**config.mk**
```make
export PLATFORM = sky130hd
export DESIGN_NAME = fetch_sequencer
export DESIGN_NICKNAME = d
export VERILOG_FILES = /design/src/rtl/fetch_sequencer.sv
export SDC_FILE = /design/constraint.sdc
export NUM_CORES = 1
export LEC_CHECK = 0
export BUFFER_PORTS_ARGS = -buffer_cell sky130_fd_sc_hd__buf_2
export CAP_MARGIN = 15
export CORE_ASPECT_RATIO = 1.4
export CORE_MARGIN = 1
export CORE_UTILIZATION = 32
export CTS_BUF_LIST = sky130_fd_sc_hd__clkbuf_4 sky130_fd_sc_hd__clkbuf_8
export DETAILED_ROUTE_END_ITERATION = 6
export PLACE_DENSITY = 0.61
export SYNTH_ARGS = -nofsm -noshare
export SYNTH_HDL_FRONTEND = slang
export SYNTH_SLANG_ARGS = --single-unit
```
**constraint.sdc**
```tcl
create_clock -name clk -period 3.2 [get_ports clk]
set_input_delay 0.16 -clock clk [delete_from_list [all_inputs] [get_ports clk]]
set_output_delay 0.16 -clock clk [all_outputs]
set_load 0.02 [all_outputs]
```
**src/rtl/fetch_sequencer.sv**
```systemverilog
// fetch_sequencer
//   Sequences the 8-bit instruction memory of the lab single-cycle CPU.
//   The block owns the program counter, latches the IMEM data into an
//   instruction register, and hands each instruction to the datapath with
//   a valid/ready handshake. It runs freely or one instruction per step,
//   halts after the last program word, and restarts on request.
//
// Ports
//   clk           system clock, rising edge
//   reset_n       asynchronous active-low reset
//   run           level, 1 = free-run mode
//   step          level, each rising edge requests one instruction
//   restart       synchronous, PC to 0 and back to IDLE
//   instruction   combinational IMEM data for read_address
//   exec_ready    datapath accepts ir this cycle
//   read_address  IMEM address (the program counter)
//   ir            latched instruction
//   opcode/rs/rt/rd  instruction fields ir[7:6]/[5:4]/[3:2]/[1:0]
//   ir_valid      ir holds an instruction not yet accepted
//   halted        program finished
//   retired       number of accepted instructions, wraps mod 256

module fetch_sequencer #(
    parameter int ADDR_W   = 8,
    parameter int PROG_LEN = 5
) (
    input  logic              clk,
    input  logic              reset_n,
    input  logic              run,
    input  logic              step,
    input  logic              restart,
    input  logic [7:0]        instruction,
    input  logic              exec_ready,
    output logic [ADDR_W-1:0] read_address,
    output logic [7:0]        ir,
    output logic [1:0]        opcode,
    output logic [1:0]        rs,
    output logic [1:0]        rt,
    output logic [1:0]        rd,
    output logic              ir_valid,
    output logic              halted,
    output logic [7:0]        retired
);

    typedef enum logic [1:0] {
        IDLE,
        FETCH,
        ISSUE,
        HALT
    } state_t;

    // Address of the final program word; PROG_LEN <= 2^ADDR_W keeps it in range.
    localparam logic [ADDR_W-1:0] LAST_PC = ADDR_W'(PROG_LEN - 1);

    state_t            state_q;
    logic [ADDR_W-1:0] pc_q;
    logic [7:0]        ir_q;
    logic              ir_valid_q;
    logic              halted_q;
    logic [7:0]        retired_q;
    logic              step_q;
    logic              step_rise;

    assign step_rise = step & ~step_q;

    always_ff @(posedge clk or negedge reset_n) begin
        if (!reset_n) begin
            state_q    <= IDLE;
            pc_q       <= '0;
            ir_q       <= '0;
            ir_valid_q <= 1'b0;
            halted_q   <= 1'b0;
            retired_q  <= '0;
            step_q     <= 1'b0;
        end else begin
            // Step history tracks every cycle so a restart edge does not
            // leave a stale low that would fake a rising edge later.
            step_q <= step;

            if (restart) begin
                state_q    <= IDLE;
                pc_q       <= '0;
                ir_valid_q <= 1'b0;
                halted_q   <= 1'b0;
            end else begin
                unique case (state_q)
                    IDLE: begin
                        if (run || step_rise) begin
                            state_q <= FETCH;
                        end
                    end

                    FETCH: begin
                        ir_q       <= instruction;
                        ir_valid_q <= 1'b1;
                        state_q    <= ISSUE;
                    end

                    ISSUE: begin
                        if (exec_ready) begin
                            retired_q  <= retired_q + 8'd1;
                            ir_valid_q <= 1'b0;
                            if (pc_q == LAST_PC) begin
                                halted_q <= 1'b1;
                                state_q  <= HALT;
                            end else begin
                                pc_q    <= pc_q + ADDR_W'(1);
                                state_q <= run ? FETCH : IDLE;
                            end
                        end
                    end

                    HALT: begin
                        // Only restart or reset leaves this state.
                    end

                    default: begin
                        state_q <= IDLE;
                    end
                endcase
            end
        end
    end

    assign read_address = pc_q;
    assign ir           = ir_q;
    assign opcode       = ir_q[7:6];
    assign rs           = ir_q[5:4];
    assign rt           = ir_q[3:2];
    assign rd           = ir_q[1:0];
    assign ir_valid     = ir_valid_q;
    assign halted       = halted_q;
    assign retired      = retired_q;

endmodule

```
; After elaboration in Yosys (flattened, before gate mapping)
; Cells that the tools add are included.
[classes]
bitwise_logic = 3
n_addsub = 2
n_reduce_logical = 13
mux = 17
eq_ne = 6
[op_table]
columns = cell, count
row1 = 8-bit 2-to-1 mux, 4
row2 = "8-bit by 1-bit adder with 8-bit output, second input constant", 2
row3 = 3-bit AND reduction, 4
row4 = "8-bit by 3-bit equality test with 1-bit output, second input constant", 1
row5 = 2-bit 2-to-1 mux, 4
row6 = 1-bit 2-to-1 mux, 7
row7 = "3-bit inequality test, second input constant", 2
row8 = 2-bit one-hot mux with 3 select lines, 1
row9 = 2-bit nonzero test, 3
row10 = 2-bit AND reduction, 2
row11 = 4-bit nonzero test, 1
row12 = 3-bit nonzero test, 1
row13 = "2-bit by 1-bit equality test with 1-bit output, second input constant", 1
row14 = "2-bit equality test, second input constant", 1
row15 = 2-bit logical NOT, 1
row16 = "2-bit inequality test, second input constant", 1
row17 = 1-bit inverter, 2
row18 = 1-bit one-hot mux with 2 select lines, 1
row19 = 1-bit bitwise AND, 1
row20 = 1-bit logical OR, 1
[totals]
input_bits = 14
ff_bits = 29
output_inout_bits = 34

; Logic depth before layout (Yosys ltp)
; Gate-level depths: netlist of the first run.
[depth]
ltp_word = 6
depth_mapped = 7

; Worst setup path before layout of the first run
; No wires, ideal clock.
[synth_timing]
kind = reg-to-reg
from = register pc_q[0], in the netlist read_address[0]
to = register state_q[0]
slack_ps = 1620
synth_period_minus_slack_ps = 1580
arrival_time_ps = 1477
stages_incl_launch_ff = 7
setup_ps = 104
required_time_ps = 3096
cell_sequence = dfrtp_1 -> inv_1 -> ha_1 -> nor4b_4 -> and3_4 -> nor3b_2 -> o41ai_2
[synth_between]
elab_chain_cells = 5
[synth_rtl]
columns = element, line_no
row1 = from (decl), 56  ; logic [ADDR_W-1:0] pc_q;
row2 = from (signal assigned), 107  ; pc_q <= pc_q + ADDR_W'(1);
row3 = 8-bit by 3-bit equality test with 1-bit output, 103  ; if (pc_q == LAST_PC) begin
row4 = 2-bit 2-to-1 mux, 103
row5 = 2-bit 2-to-1 mux, 100  ; if (exec_ready) begin
row6 = 2-bit one-hot mux with 3 select lines, 86  ; unique case (state_q)
row7 = 2-bit 2-to-1 mux, 80  ; if (restart) begin
row8 = to (signal assigned), 108  ; state_q <= run ? FETCH : IDLE;
row9 = to (decl), 55  ; state_t state_q;
; No other way between the ends. The select of a mux whose other input is x is not followed.
; A chain may end at the register's enable or synchronous reset.

; Worst setup path after layout of the first run
[layout_timing]
from = register state_q[0]
to = register retired_q[1], in the netlist retired[1]
[layout_between]
elab_chain_cells = 2
[layout_rtl]
columns = element, line_no
row1 = 2-bit equality test, 86
row2 = 3-bit AND reduction (no line), n/a
row3 = to (signal assigned), 101  ; retired_q <= retired_q + 8'd1;
row4 = to (decl), 60  ; logic [7:0] retired_q;
; No other way between the ends.

==> summary.txt, run 1 <==
Status: completed
Critical Path AT: 1.97 ns
Mapped Cells: 125
CTS Root Cell: clkbuf_8
R2R depth: 5
Setup TNS: 0 ns
Initial antenna violation count: 0
Post-CTS Setup Inserts: 0
Synth warn: 0
CTS HTree Levels: 2
Critical Path End: retired[1]
Core region area: 4270 um^2
Post-detail-place hpwl: 2.15 mm
Vias in the first global route: 1038
Skew-Pair Late Insertion Delay: 0.28 ns
Initial Util: 33.5%
Sequential fraction of the synthesis area: 50.7%
Clk sink count: 29
Critical Path, Cell by Cell: inv_1 -> ha_1 -> nand2_1 -> nor2_1 -> mux2_2
R2r setup slk: 1.40 ns
Startpoint types: flip-flop
CTS max path bufs: 2
Global-route wire length before repair: 4.62 mm
PortBufs: 47
Final Hold Violating Endpoints: 0
Die area: 4750 um^2
Number of I/O pins: 48
GPL Wtd Cong: 0.831
Levels on crit path: 5
Max Fclk: 554 MHz
Unrepaired setup endpoints after global routing: no
Max_slew headroom: 58.1%
Worst slew pin tran: 0.628 ns
MaxCap Viol Count: 0
Worst setup startpoint: state_q[0]
Setup-failing EPs final: 0
CP Buf/Inv Count: 1
Area occupied by multi-input gates: 618 um^2
#FFs+latches synth: 29
Fillers: 436
Delay of the slowest critical-path stage: 0.41 ns
Antenna viol nets, final: 0
Synth unique cells: 30
Largest net degree at the start of global routing: 30
Storage element area: 726 um^2
PwrDens: 777 nW/um^2
Worst Hold Launch: instruction[5]
Crit end category: flip-flop
Clock transition at path regs: 0.06 ns
Vias per cell: 4.69
Drt wl/cell: 12.5 um
Total grt overflow: 0
FF-to-FF End: retired[1]
Post-layout min period: 1.80 ns
DP Cell Count: 221
Worst vdd ir: 0.361 mV
Routed WL: 2.90 mm
Drc violations: 0
Commonest non-fill, non-tap cell in the layout: buf_2
Rows: 28
Initial DRT Pass Iterations: 4
Synthesized area per cell: 11.5 um^2
Non-filler cells, final: 231
Die Width: 58.5 um
Max FO, Critical Path: 9
Die Y: 81.1 um
Syn_nets: 145
Worst reg2reg startpoint: state_q[0]
Final Cycle Share: 56.4%
CTS buffer count: 5
Most frequent cells in the layout: 47 x buf_2, 29 x dfrtp_1, 10 x nor2_1
Synthesis-to-layout area growth: 27.4%
Critical Path Slowest Stage Cell: dfrtp_1
Hold Buf Count CTS: 2
Final nets: 190
Mapped Area: 1430 um^2
CTS tree: yes
Slew Viols, Final: 0
PostCTS Resize Cnt: 0
Finished Core Util: 42.7%
Layout cells sized above 1: 40.4%
Setup Skew: 0.00385 ns
Antenna cells: 0
Via count: 1084
Static Leak: 0.000905 uW
GRT Overall Usage: 13.3%
Top Family by Delay on Critical Path: simple AND/OR/NAND/NOR gates
Detailed router's first-iteration violation count: 16
Req. time, crit path: 3.36 ns
Hold Crit Class: primary input to flip-flop
CP Class: flip-flop to flip-flop
final cells by class:
cell class | count | area share [%]
flip-flops and latches | 29 | 39.8
clock buffers | 5 | 3.77
clock inverters | 3 | 3.57
multi-input cells | 81 | 33.9
inverters | 4 | 0.824
repair buffers | 49 | 14.0
well taps | 60 | 4.12
where the power goes:
| part | internal (uW) | switching [uW] |
|---|---|---|
| sequential | 442 | 50.8 |
| clock | 309 | 140 |
| combinational | 190 | 285 |
routing by layer:
| layer | share of wire (%) | wire length, um | global-route usage, % |
|---|---|---|---|
| met2 | 51 | 1490 | 24.5 |
| met5 | 0 | 0 | 0 |
| met3 | 7.1 | 207 | 5.41 |
| met4 | 1.9 | 56 | 5.95 |
| met1 | 40 | 1150 | 12.7 |
through the flow:
stage	hold WS (ns)	setup WS (ns)	instance area [um^2]	total power, uW
floorplan	-0.136	1.62	1430	886
global placement	0.218	1.46	1670	963
detailed placement	0.225	1.42	1670	978
CTS	0.0931	1.37	1820	1440
global route	0.0920	1.27	1820	1490
finish	0.106	1.40	1820	1420
cells by family (layout without fill, tap and decap cells):
| family | Yosys count | count (layout) | share of synthesized area [%] |
|---|---|---|---|
| AOI/OAI and AO/OA | 13 | 13 | 6.91 |
| xor gates and xnor gates | 13 | 13 | 7.95 |
| adders and majority gates | 6 | 6 | 5.24 |
| buffers and inverters | 15 | 61 | 6.12 |
| DFF | 29 | 29 | 50.7 |
| muxes | 9 | 9 | 7.08 |
| and+or+nand+nor | 40 | 40 | 16.0 |
cell usage after synthesis, drive strengths merged:
cell type / instances / area share (%)
dfrtp: 29 / 51
nor2: 10 / 2.6
mux2: 9 / 7.1
xnor2: 9 / 5.5
buf: 8 / 4.2
nand2: 8 / 2.1
ha: 6 / 5.2
inv: 4 / 1.0
nand3: 4 / 1.4
nand4: 4 / 1.7
xor2: 4 / 2.4
a21oi: 3 / 1.0
a31oi: 3 / 1.3
clkbuf: 3 / 0.87
nor2b: 3 / 1.3
nor3: 3 / 1.0
a211oi: 2 / 1.0
and3: 2 / 1.2
nand2b: 2 / 0.87
a41o: 1 / 0.79
and4: 1 / 0.61
nand3b: 1 / 0.52
nor3b: 1 / 0.87
nor4b: 1 / 1.7
o2111ai: 1 / 0.61
o21ai: 1 / 0.35
o221ai: 1 / 0.61
o41ai: 1 / 1.1
worst min-delay path by stage:
stage / slack [ns] / cells after the start / to
2_1_floorplan: -0.14 / 0 / halted
3_3_place_gp: 0.22 / 1 / read_address[0]
3_5_place_dp: 0.22 / 1 / ir[4]
4_1_cts: 0.09 / 2 / ir[5]
5_1_grt: 0.09 / 2 / ir[7]
6_report: 0.11 / 2 / ir[5]
flip-flops by register name (all words and copies together) (netlist names):
signal,cells
state_q,2
ir_valid,1
halted,1
retired,8
ir,8
read_address,8
step_q,1
Power figures use the tool's default switching activity.
==> run 2, diff against run 1 <==
==> constraint.sdc (replaced) <==
create_clock -name clk -period 1.78 [get_ports clk]
set_input_delay 0.089 -clock clk [delete_from_list [all_inputs] [get_ports clk]]
set_output_delay 0.089 -clock clk [all_outputs]
set_load 0.02 [all_outputs]
==> run 2 against run 1 <==
Register-to-register slack got worse by 1.2 ns. Total power up 74%. Critical path depth up 1. Core utilization about the same. Maximum frequency up 11%. Combinational power increased by 81%. Largest cell class unchanged.
==> summary.txt, run 2 (synthesis results as in run 1) <==
Status: completed
Max_slew headroom: 57.1% (-1.0 points)
Detailed router's first-iteration violation count: 12 (-4)
Post-layout min period: 1.62 ns (-0.184 ns)
Post-detail-place hpwl: 2.08 mm (-3.1%)
CTS buffer count: 5 (unchanged)
Number of I/O pins: 48 (unchanged)
Rows: 28 (unchanged)
Setup Skew: 0.00716 ns (+0.00330 ns)
Commonest non-fill, non-tap cell in the layout: buf_2
Delay of the slowest critical-path stage: 0.43 ns (+0.02 ns)
Routed WL: 2.87 mm (-0.83%)
Vias per cell: 4.64 (-1.0%)
MaxCap Viol Count: 0 (unchanged)
CP Buf/Inv Count: 1 (unchanged)
Die Y: 81.1 um (unchanged)
Worst vdd ir: 0.397 mV (+9.9%)
Die area: 4750 um^2 (unchanged)
Initial antenna violation count: 0 (unchanged)
Unrepaired setup endpoints after global routing: no
PortBufs: 47 (unchanged)
CTS HTree Levels: 2 (unchanged)
Clock transition at path regs: 0.06 ns (about the same)
Worst slew pin tran: 0.643 ns (+0.0150 ns)
CP Class: flip-flop to flip-flop
CTS Root Cell: clkbuf_8
Skew-Pair Late Insertion Delay: 0.28 ns (about the same)
Vias in the first global route: 1046 (+0.77%)
Critical Path, Cell by Cell: inv_1 -> ha_1 -> nor4b_4 -> and3_4 -> nor3b_2 -> o41ai_2
Most frequent cells in the layout: 47 x buf_2, 29 x dfrtp_1, 10 x nor2_1
Final Cycle Share: 91.0% (+35 points)
CTS max path bufs: 2 (unchanged)
Critical Path Slowest Stage Cell: dfrtp_1
Synthesis-to-layout area growth: 27.4% (about the same)
PwrDens: 1350 nW/um^2 (+73%)
Antenna viol nets, final: 0 (unchanged)
Initial DRT Pass Iterations: 4 (unchanged)
Max FO, Critical Path: 5 (-4)
Largest net degree at the start of global routing: 30 (unchanged)
Hold Slack: 0.0360 ns (-0.0699 ns)
Setup TNS: 0 ns (unchanged)
Final nets: 192 (+1.1%)
Fillers: 443 (+1.6%)
Core region area: 4270 um^2 (unchanged)
Final Hold Violating Endpoints: 0 (unchanged)
Slew Viols, Final: 0 (unchanged)
Top Family by Delay on Critical Path: simple AND/OR/NAND/NOR gates
GRT Overall Usage: 13.3% (-0.018 points)
Static Leak: 0.000909 uW (+0.49%)
Drt wl/cell: 12.3 um (-1.7%)
Antenna cells: 0 (unchanged)
GPL Wtd Cong: 0.777 (-6.5%)
Clk sink count: 29 (unchanged)
Req. time, crit path: 1.96 ns (-1.40 ns)
Global-route wire length before repair: 4.69 mm (+1.5%)
Layout cells sized above 1: 41.0% (+0.69 points)
Max Fclk: 617 MHz (+11%)
Crit end category: flip-flop
Via count: 1082 (-0.18%)
Critical Path AT: 1.80 ns (-0.17 ns)
Setup-failing EPs final: 0 (unchanged)
Drc violations: 0 (unchanged)
Hold Crit Class: primary input to flip-flop
CTS tree: yes
Startpoint types: flip-flop
Die Width: 58.5 um (unchanged)
Total grt overflow: 0 (unchanged)
Initial Util: 33.5% (unchanged)
==> run 2: cell count changes in the layout (fill, tap and decap cells not counted) <==
cell	change
buf_4	+2
bufinv_16	-1
clkbuf_4	+1
clkbuf_8	+1
clkinv_2	-1
==> run 2: metal layers <==
layer	track usage [%]	vias up	wire length (um)
li1	-	522	-
met1	13.9	516	1230
met2	23.4	38	1420
met3	5.10	6	174
met4	5.71	0	46
met5	0	-	0
==> run 2: power breakdown <==
group	internal, uW	leakage (uW)	switching [uW]
Sequential	795	0.000383	88.0
Clock	471	0.0000619	245
Combinational	351	0.000465	510
Total	1620	0.000909	843
==> run 2: layout make-up <==
class,count,area (um^2),area share (%)
tap,60,75.1,4.12
clock inverter,1,30.0,1.65
timing repair buffer,51,270,14.8
clock buffer,7,90.1,4.94
sequential,29,726,39.8
inverter,4,15.0,0.823
multi-input combinational,81,618,33.9
==> run 2: final timing paths <==
path | start | slack [ns] | cells after the start | to
min | instruction[2] | 0.04 | 2 | ir[2]
min in group asynchronous | reset_n | 0.37 | 2 | read_address[0]
max in group asynchronous | reset_n | 0.99 | 2 | read_address[1]
max reg2reg | read_address[0] | 0.16 | 6 | state_q[0]
max | read_address[0] | 0.16 | 6 | state_q[0]
min reg2reg | retired[7] | 0.47 | 1 | retired[7]
==> run 2: timing repair <==
action | 4_1_cts | 5_1_grt
setup endpoints to repair | 0 | 0
hold buffers | 2 | 0
setup buffers | 0 | 0
endpoints found under the hold margin | 30 | 0
gates resized for setup | 0 | 0
==> run 2: stage by stage <==
step	power, uW	worst slack [ns]	cell area [um^2]	std cells	utilization [%]
6_report	2460	0.160	1820	233	42.7
5_1_grt	2600	0.000180	1820	233	42.7
4_1_cts	2490	0.137	1820	233	42.7
3_5_place_dp	1770	0.153	1680	223	39.4
3_3_place_gp	1750	0.207	1680	223	39.4
2_1_floorplan	1590	0.200	1430	125	-
==> run 3, diff against run 2 <==
--- a/config.mk
+++ b/config.mk
@@ -5,6 +5,7 @@
 export SDC_FILE = /design/constraint.sdc
 export NUM_CORES = 1
 export LEC_CHECK = 0
+export ABC_CLOCK_PERIOD_IN_PS = 1780
 export BUFFER_PORTS_ARGS = -buffer_cell sky130_fd_sc_hd__buf_2
 export CAP_MARGIN = 15
 export CORE_ASPECT_RATIO = 1.4
@@ -12,7 +13,7 @@
 export CORE_UTILIZATION = 32
 export CTS_BUF_LIST = sky130_fd_sc_hd__clkbuf_4 sky130_fd_sc_hd__clkbuf_8
 export DETAILED_ROUTE_END_ITERATION = 6
-export PLACE_DENSITY = 0.61
+export PLACE_DENSITY = 0.57
 export SYNTH_ARGS = -nofsm -noshare
 export SYNTH_HDL_FRONTEND = slang
 export SYNTH_SLANG_ARGS = --single-unit
==> run 3 against run 2 <==
Die area unchanged. Final cell count increased by 0.43%. Critical path depth unchanged. Largest cell class unchanged. Largest power group unchanged.
==> summary.txt, run 3 (synthesis results as in run 1) <==
Startpoint types: flip-flop
CTS buffer count: 5 (unchanged)
Switching Share: 36.5% (+2.3 points)
Final Total Pwr: 2360 uW (-4.1%)
Logic gate share of total power: 36.9% (+1.9 points)
Static Leak: 0.000907 uW (-0.24%)
Antenna cells: 0 (unchanged)
Non-filler cells, final: 234 (+0.43%)
PostCTS Resize Cnt: 0 (unchanged)
Die area: 4750 um^2 (unchanged)
Antenna viol nets, final: 0 (unchanged)
Synthesis-to-layout area growth: 26.7%
Core region area: 4270 um^2 (unchanged)
Fillers: 439 (-0.90%)
Skew-Pair Late Insertion Delay: 0.28 ns (about the same)
Initial antenna violation count: 0 (unchanged)
Final Hold Violating Endpoints: 0 (unchanged)
Flop pwr share: 37.7% (+1.8 points)
CTS tree: yes
Clock power share: 25.5% (-3.6 points)
Hold Buf Count CTS: 2 (unchanged)
Number of I/O pins: 48 (unchanged)
Req. time, crit path: 1.95 ns (about the same)
PortBufs: 47 (unchanged)
Drc violations: 0 (unchanged)
Vias per cell: 4.65 (about the same)
GRT Overall Usage: 14.1% (+0.81 points)
CTS HTree Levels: 2 (unchanged)
Total grt overflow: 0 (unchanged)
Status: completed
Rows: 28 (unchanged)
Most frequent cells in the layout: 47 x buf_2, 29 x dfrtp_1, 10 x nor2_1
Clk sink count: 29 (unchanged)
Max Fclk: 611 MHz (-0.92%)
Clock transition at path regs: 0.06 ns (about the same)
Largest net degree at the start of global routing: 30 (unchanged)
Vias in the first global route: 1099 (+5.1%)
Slew Viols, Final: 0 (unchanged)
MaxCap Viol Count: 0 (unchanged)
Post-layout min period: 1.64 ns (+0.0151 ns)
Finished Core Util: 42.4% (-0.26 points)
Crit end category: flip-flop
Setup Skew: 0.00596 ns (-0.00120 ns)
P_int: 1500 uW (-7.4%)
Final Cycle Share: 91.9% (+0.85 points)
DP Cell Count: 224 (+0.45%)
CTS max path bufs: 2 (unchanged)
Commonest non-fill, non-tap cell in the layout: buf_2
Max FO, Critical Path: 5 (unchanged)
Global-route wire length before repair: 4.88 mm (+4.1%)
Setup-failing EPs final: 0 (unchanged)
Max_slew headroom: 56.4% (-0.67 points)
CP Class: flip-flop to flip-flop
Critical Path AT: 1.81 ns (about the same)
Unrepaired setup endpoints after global routing: no
Worst vdd ir: 0.498 mV (+25%)
Post-detail-place hpwl: 2.15 mm (+3.3%)
Layout cells sized above 1: 41.4% (+0.34 points)
Die Y: 81.1 um (unchanged)
Drt wl/cell: 12.4 um (+0.92%)
Hold Crit Class: primary input to flip-flop
GPL Wtd Cong: 0.799 (+2.9%)
Die Width: 58.5 um (unchanged)
Initial DRT Pass Iterations: 4 (unchanged)
Post-CTS Setup Inserts: 0 (unchanged)
Routed WL: 2.91 mm (+1.4%)
Switch Pwr: 861 uW (+2.2%)
PwrDens: 1300 nW/um^2 (-3.5%)
Final nets: 193 (+0.52%)
CTS Root Cell: clkbuf_8
Setup TNS: 0 ns (unchanged)
Initial Util: 33.5% (unchanged)
Worst slew pin tran: 0.653 ns (+0.0101 ns)
Detailed router's first-iteration violation count: 19 (+7)
Via count: 1087 (+0.46%)
==> run 3: cell count changes in the layout (fill, tap and decap cells not counted), sizes merged <==
cell / before / now
buf: 49 / 50
bufinv: 1 / 0
clkinv: 0 / 1
==> run 3: path summary, 6_finish.rpt <==
path                       cells after the start             from  slack, ns          to
setup / recovery                               6  read_address[1]       0.14  state_q[0]
hold / removal                                 2   instruction[6]       0.04       ir[6]
setup reg to reg                               6  read_address[1]       0.14  state_q[0]
hold reg to reg                                1       retired[7]       0.47  retired[7]
max in group asynchronous                      2          reset_n       0.97  retired[3]
min in group asynchronous                      2          reset_n       0.38       ir[2]
==> run 3: cell type report <==
class / count / area [um^2] / share of cell area (%)
repair buffers: 52 / 278 / 15.3
inverters: 4 / 15.0 / 0.828
clock inverters: 1 / 5.00 / 0.276
flip-flops and latches: 29 / 726 / 40.0
well taps: 60 / 75.1 / 4.14
clock buffers: 7 / 96.3 / 5.31
multi-input cells: 81 / 618 / 34.1
==> run 3: worst max-delay path: stages, from the launching register on <==
cell and delay (ns):
dfrtp_1 0.43, inv_1 0.08, ha_1 0.13, nor4b_4 0.29, and3_4 0.26, nor3b_2 0.05, o41ai_2 0.28
==> run 3: metal layers <==
metal  vias up  part of all wire (%)  wire length, um  GRT usage, %
li1        521                     -                -             -
met1       519                    43             1250          14.5
met2        41                    49             1430          24.9
met3         6                   6.1              177          5.10
met4         0                   1.9               55          6.90
met5         -                     0                0             0
==> run 3: per-stage QoR <==
| step | instance area, um^2 | setup WS [ns] | hold WS [ns] |
|---|---|---|---|
| 2_1_floorplan | 1430 | 0.200 | -0.207 |
| 3_3_place_gp | 1690 | 0.230 | 0.152 |
| 3_5_place_dp | 1690 | 0.151 | 0.163 |
| 4_1_cts | 1810 | 0.139 | 0.0290 |
| 5_1_grt | 1810 | 0.0271 | 0.0262 |
| 6_report | 1810 | 0.145 | 0.0396 |
==> run 3: power groups by stage <==
stage	sequential (uW)	clock (uW)	combinational, uW
floorplan	1050	0	547
finish	888	600	870
CTS	892	620	882
global placement	887	0	862
global route	907	645	947
detailed placement	904	0	876
